==> config.mk <==
export PLATFORM = sky130hd
export DESIGN_NAME = count_bin2bcd
export DESIGN_NICKNAME = d
export VERILOG_FILES = /design/src/rtl/count_bcd_pkg.sv /design/src/rtl/bcd_digit_adj.sv /design/src/rtl/count_bin2bcd.sv
export SDC_FILE = /design/constraint.sdc
export NUM_CORES = 1
export LEC_CHECK = 0
export CAP_MARGIN = 20
export CORE_AREA = 2 2 70 72
export CTS_CLUSTER_DIAMETER = 60
export DETAILED_ROUTE_END_ITERATION = 16
export DIE_AREA = 0 0 72 74
export GPL_ROUTABILITY_DRIVEN = 0
export SLEW_MARGIN = 20
export SYNTH_ARGS = -nofsm -noshare
export SYNTH_HDL_FRONTEND = slang
export SYNTH_SLANG_ARGS = --single-unit
==> constraint.sdc <==
create_clock -name clk -period 2.07 [get_ports clk]
set_input_delay 0.414 -clock clk [delete_from_list [all_inputs] [get_ports clk]]
set_output_delay 0.414 -clock clk [all_outputs]
set_load 0.1 [all_outputs]
==> src/rtl/count_bcd_pkg.sv <==
// count_bcd_pkg: shared types and constants for the binary-to-BCD converter
package count_bcd_pkg;
  localparam int BCD_DIGIT_W = 4;
  typedef enum logic {IDLE, SHIFT} state_e;
  function automatic int min_digits(input int width);
    longint m;
    int d;
    m = (longint'(1) << width) - 1;
    d = 1;
    for (int i = 0; i < 20; i++)
      if (m >= 10) begin
        m = m / 10;
        d++;
      end
    return d;
  endfunction
endpackage

==> src/rtl/bcd_digit_adj.sv <==
// bcd_digit_adj: double-dabble digit correction, adds 3 when the digit is 5 or more
module bcd_digit_adj
  import count_bcd_pkg::*;
(
  input  logic [BCD_DIGIT_W-1:0] a,
  output logic [BCD_DIGIT_W-1:0] y
);
  assign y = a >= BCD_DIGIT_W'(5) ? a + BCD_DIGIT_W'(3) : a;
endmodule

==> src/rtl/count_bin2bcd.sv <==
// count_bin2bcd: iterative shift-and-add-3 binary to packed BCD converter, one bit per clock
module count_bin2bcd
  import count_bcd_pkg::*;
#(
  parameter int WIDTH  = 8,
  parameter int DIGITS = 3
) (
  input  logic                          clk,
  input  logic                          rst,
  input  logic                          in_valid,
  input  logic [WIDTH-1:0]              bin,
  output logic                          in_ready,
  output logic                          busy,
  output logic                          done,
  output logic [BCD_DIGIT_W*DIGITS-1:0] bcd
);
  localparam int CW = WIDTH > 1 ? $clog2(WIDTH) : 1;
  localparam int BW = BCD_DIGIT_W * DIGITS;
  if (WIDTH < 1 || DIGITS < min_digits(WIDTH)) begin : g_bad_params
    $fatal(1, "count_bin2bcd: DIGITS too small for WIDTH or WIDTH < 1");
  end
  state_e            state, state_n;
  logic [WIDTH-1:0]  shift;
  logic [BW-1:0]     scratch, adj, scratch_n;
  logic [CW-1:0]     cnt;
  genvar i;
  for (i = 0; i < DIGITS; i++) begin : g_adj
    bcd_digit_adj u_adj (
      .a(scratch[BCD_DIGIT_W*i +: BCD_DIGIT_W]),
      .y(adj[BCD_DIGIT_W*i +: BCD_DIGIT_W])
    );
  end
  // adjusted digits shift left with the next binary MSB entering the units digit
  assign scratch_n = {adj[BW-2:0], shift[WIDTH-1]};
  assign in_ready  = state == IDLE;
  assign busy      = state == SHIFT;
  always_comb begin
    state_n = state;
    state_n = state == IDLE ? (in_valid ? SHIFT : IDLE) : (cnt == '0 ? IDLE : SHIFT);
  end
  always_ff @(posedge clk) begin
    if (rst) begin
      state   <= IDLE;
      shift   <= '0;
      scratch <= '0;
      cnt     <= '0;
      bcd     <= '0;
      done    <= 1'b0;
    end else begin
      state <= state_n;
      done  <= 1'b0;
      if (state == IDLE) begin
        if (in_valid) begin
          shift   <= bin;
          scratch <= '0;
          cnt     <= CW'(WIDTH - 1);
        end
      end else begin
        scratch <= scratch_n;
        shift   <= shift << 1;
        cnt     <= cnt - 1'b1;
        if (cnt == '0) begin
          bcd  <= scratch_n;
          done <= 1'b1;
        end
      end
    end
  end
endmodule

==> tab_implementation.tex <==
\begin{tabular}{lr}
\hline
Metric & Value \\
\hline
\multicolumn{2}{l}{\textbf{Status}} \\
Status & finished, final reports clean \\
\multicolumn{2}{l}{\textbf{Timing}} \\
Fin crit period & 1.60 ns \\
Peak clock frequency supported by timing & 0.626 GHz \\
Number of failing hold endpoints at the final stage & 0 \\
Period Utilization, post-route & 0.772 \\
Slew HR & 0.561 \\
Final count of negative-setup-slack endpoints & 0 \\
Number of pins exceeding their max-slew limit in the final report & 0 \\
Setup repair after global routing missed its margin & no \\
Slew at the pin with the worst max-slew slack & 0.659 ns \\
Setup Skew & 0.00559 ns \\
\multicolumn{2}{l}{\textbf{Route}} \\
Total length of routed wires & 3240 um \\
Antenna-violating nets left & 0 \\
First-pass DRT Iterations & 4 \\
Via count of the routed design & 1,331 \\
Per-cell routed wire length & 12.1 um \\
Per-cell via count in the routed design & 4.95 \\
Detailed Route Iter0 Violations & 66 \\
DR DRC count & 0 \\
\multicolumn{2}{l}{\textbf{Floorplanning}} \\
Placeable core region & 4600 um2 \\
Overall die height & 74 um \\
Row count & 25 \\
I/O pin count & 26 \\
Die boundary width & 72 um \\
Initial standard-cell utilization of the core & 0.387 \\
DIE AREA & 5330 um2 \\
\multicolumn{2}{l}{\textbf{Logic synthesis}} \\
Commonest cells in the netlist & sky130\_fd\_sc\_hd\_\_dfxtp\_1 (37), sky130\_fd\_sc\_hd\_\_a21oi\_1 (19), sky130\_fd\_sc\_hd\_\_nor2\_1 (18) \\
Per-instance average area after synthesis & 9.52 um2 \\
Cell type with the highest aggregate area in the netlist & sky130\_fd\_sc\_hd\_\_dfxtp\_1 \\
Ys Warns & 0 \\
Area of the mapped netlist & 1780 um2 \\
Primary flip-flop cell chosen by synthesis mapping & sky130\_fd\_sc\_hd\_\_dfxtp\_1 \\
Fraction of synthesis flops using an asynchronous set or reset pin & 0 \\
Largest cells by area after synthesis & sky130\_fd\_sc\_hd\_\_dfxtp\_1 (42\%), sky130\_fd\_sc\_hd\_\_ha\_1 (5.6\%), sky130\_fd\_sc\_hd\_\_o32ai\_2 (5.5\%) \\
Sequential element share of the synthesized area & 0.416 \\
Synth Net Count & 206 \\
Number of distinct library cells after synthesis & 33 \\
Number of flops mapped to enable cells by yosys & 0 \\
Top cell type's share of synthesized area & 0.416 \\
Cell count after synthesis & 187 \\
Library cell with the highest instance count after synthesis & sky130\_fd\_sc\_hd\_\_dfxtp\_1 \\
Post-synthesis sequential element count & 37 \\
\multicolumn{2}{l}{\textbf{CTS}} \\
Post-CTS Hold Fix Bufs & 0 \\
Number of buffers on the longest clock path & 2 \\
Clock tree sinks & 37 \\
Post-CTS sizing & 0 \\
Total number of H-tree levels & 2 \\
Worst-skew pair later-pin latency & 0.29 ns \\
TritonCTS clock tree & done \\
Clock transition at the registers of the reported paths & 0.07 ns \\
TritonCTS Buffers & 5 \\
Post-CTS setup buffer count & 0 \\
Library cell used as clock root buffer & sky130\_fd\_sc\_hd\_\_clkbuf\_8 \\
\multicolumn{2}{l}{\textbf{Cells and area}} \\
Total inserted antenna cells & 0 \\
Count of fill cells added during filler insertion & 450 \\
Layout cells sized above 1 & 0.237 \\
Final Net Count & 233 \\
Final core utilization & 0.465 \\
Number of standard cells in the layout, taps in and fillers out & 269 \\
Layout area overhead & 20.1\% \\
\multicolumn{2}{l}{\textbf{Worst setup path}} \\
Biggest cell delay along the critical path & 0.48 ns \\
Sort of element at the end of the critical path & output pin \\
Cells on worst reg2reg path & 5 \\
CP startpoint kind & flop \\
Highest-delay cell along the critical path & sky130\_fd\_sc\_hd\_\_dfxtp\_2 \\
Cells along the critical path & inv\_1, buf\_12 \\
Worst EP required & 1.66 ns \\
Worst-path fanout max & 13 \\
Path type of the worst setup path & reg2out \\
Worst path arrival time & 1.18 ns \\
\multicolumn{2}{l}{\textbf{Power}} \\
Worst ir drop on vdd & 0.360 mV \\
Final Power & 1.43 mW \\
Total power divided by cell area & 667 nW/um2 \\
Lkg Pwr & 0.841 nW \\
\multicolumn{2}{l}{\textbf{Global routing}} \\
Wire length of the first global-routing pass & 5600 um \\
Overall overflow remaining after global route & 0 \\
Pin count of the biggest net entering global routing & 19 \\
Total track usage & 0.140 \\
Antenna violations before repair & 0 \\
Number of global-route vias before repair & 1,239 \\
\multicolumn{2}{l}{\textbf{Placement}} \\
Number of cells after detailed placement & 261 \\
Total of buffers placed on input and output ports & 25 \\
HPWL reported at the end of detailed placement & 2350 um \\
\multicolumn{2}{l}{\textbf{Min path}} \\
Worst hold path cell count & 2 \\
Min-delay worst type & reg2reg \\
\multicolumn{2}{l}{\textbf{Run}} \\
Max cap viols & 0 \\
\hline
\end{tabular}
[registers in the layout, indices dropped and copies added, names as in the netlist]
register  flops
bcd          12
scratch      12
shift         8
cnt           3
busy          1
done          1
[metal layers]
layer,vias up,global-route usage,wire length [um]
met4,0,0.0692,67
met1,606,0.163,1540
li1,700,-,-
met3,6,0.0407,124
met2,19,0.236,1510
met5,-,0,0
[final timing paths]
path | from | to | slack [ns]
max | busy$_SDFF_PP0_ | in_ready | 0.47
min reg2reg | bcd[1]$_SDFFE_PP0P_ | bcd[1]$_SDFFE_PP0P_ | 0.45
min | bcd[1]$_SDFFE_PP0P_ | bcd[1]$_SDFFE_PP0P_ | 0.45
max reg2reg | cnt[0]$_SDFFE_PP0P_ | bcd[0]$_SDFFE_PP0P_ | 0.48
[cells in the final DEF (no fill, tap or decap), types with 6 or more instances in the layout]
cell	count
sky130_fd_sc_hd__ha_1	8
sky130_fd_sc_hd__o21ai_0	6
sky130_fd_sc_hd__nor2_1	18
sky130_fd_sc_hd__buf_4	18
sky130_fd_sc_hd__mux2i_1	9
sky130_fd_sc_hd__clkdlybuf4s50_1	10
sky130_fd_sc_hd__a21oi_1	18
sky130_fd_sc_hd__nand2_1	11
sky130_fd_sc_hd__nor3_1	7
sky130_fd_sc_hd__o21ai_2	8
sky130_fd_sc_hd__inv_1	13
sky130_fd_sc_hd__o32ai_2	6
sky130_fd_sc_hd__dfxtp_1	36
[cell type report]
cell class,count,area [um2],share of cell area
repair buffers,31,295,0.138
inverters,13,48.8,0.0228
clock buffers,8,80.1,0.0374
flip-flops and latches,37,742,0.347
multi-input cells,126,905,0.423
well taps,54,67.6,0.0316
[report_power, final]
group / internal [mW] / switching (mW) / leakage [nW]
clock network: 0.239 / 0.240 / 0.0395
registers: 0.733 / 0.0168 / 0.301
logic: 0.0791 / 0.119 / 0.501
total: 1.05 / 0.376 / 0.841
[cell families after synthesis]
logic type,count (synthesis),share of synthesized area
compound gates,50,0.213
flops,37,0.416
buf+inv,24,0.0780
simple gates,53,0.148
mux,12,0.0738
xor+xnor,3,0.0148
fa+ha+maj,8,0.0562
[through the flow]
| step | area (um2) | worst slack (ns) | setup TNS, ns | hold WS (ns) |
|---|---|---|---|---|
| floorplan | 1780 | 0.229 | 0 | 0.454 |
| global placement | 2050 | 0.0434 | 0 | 0.439 |
| detailed placement | 2050 | -0.0249 | -0.0393 | 0.443 |
| CTS | 2130 | 0.0328 | 0 | 0.453 |
| global route | 2140 | 0.306 | 0 | 0.479 |
| finish | 2140 | 0.472 | 0 | 0.451 |
[worst max-delay path: cells and delay by family (launching register included)]
family	cells	cell delay, ns
buffers and inverters	2	0.42
DFF	1	0.48
Note: power is estimated with default switching activity, not from simulation.
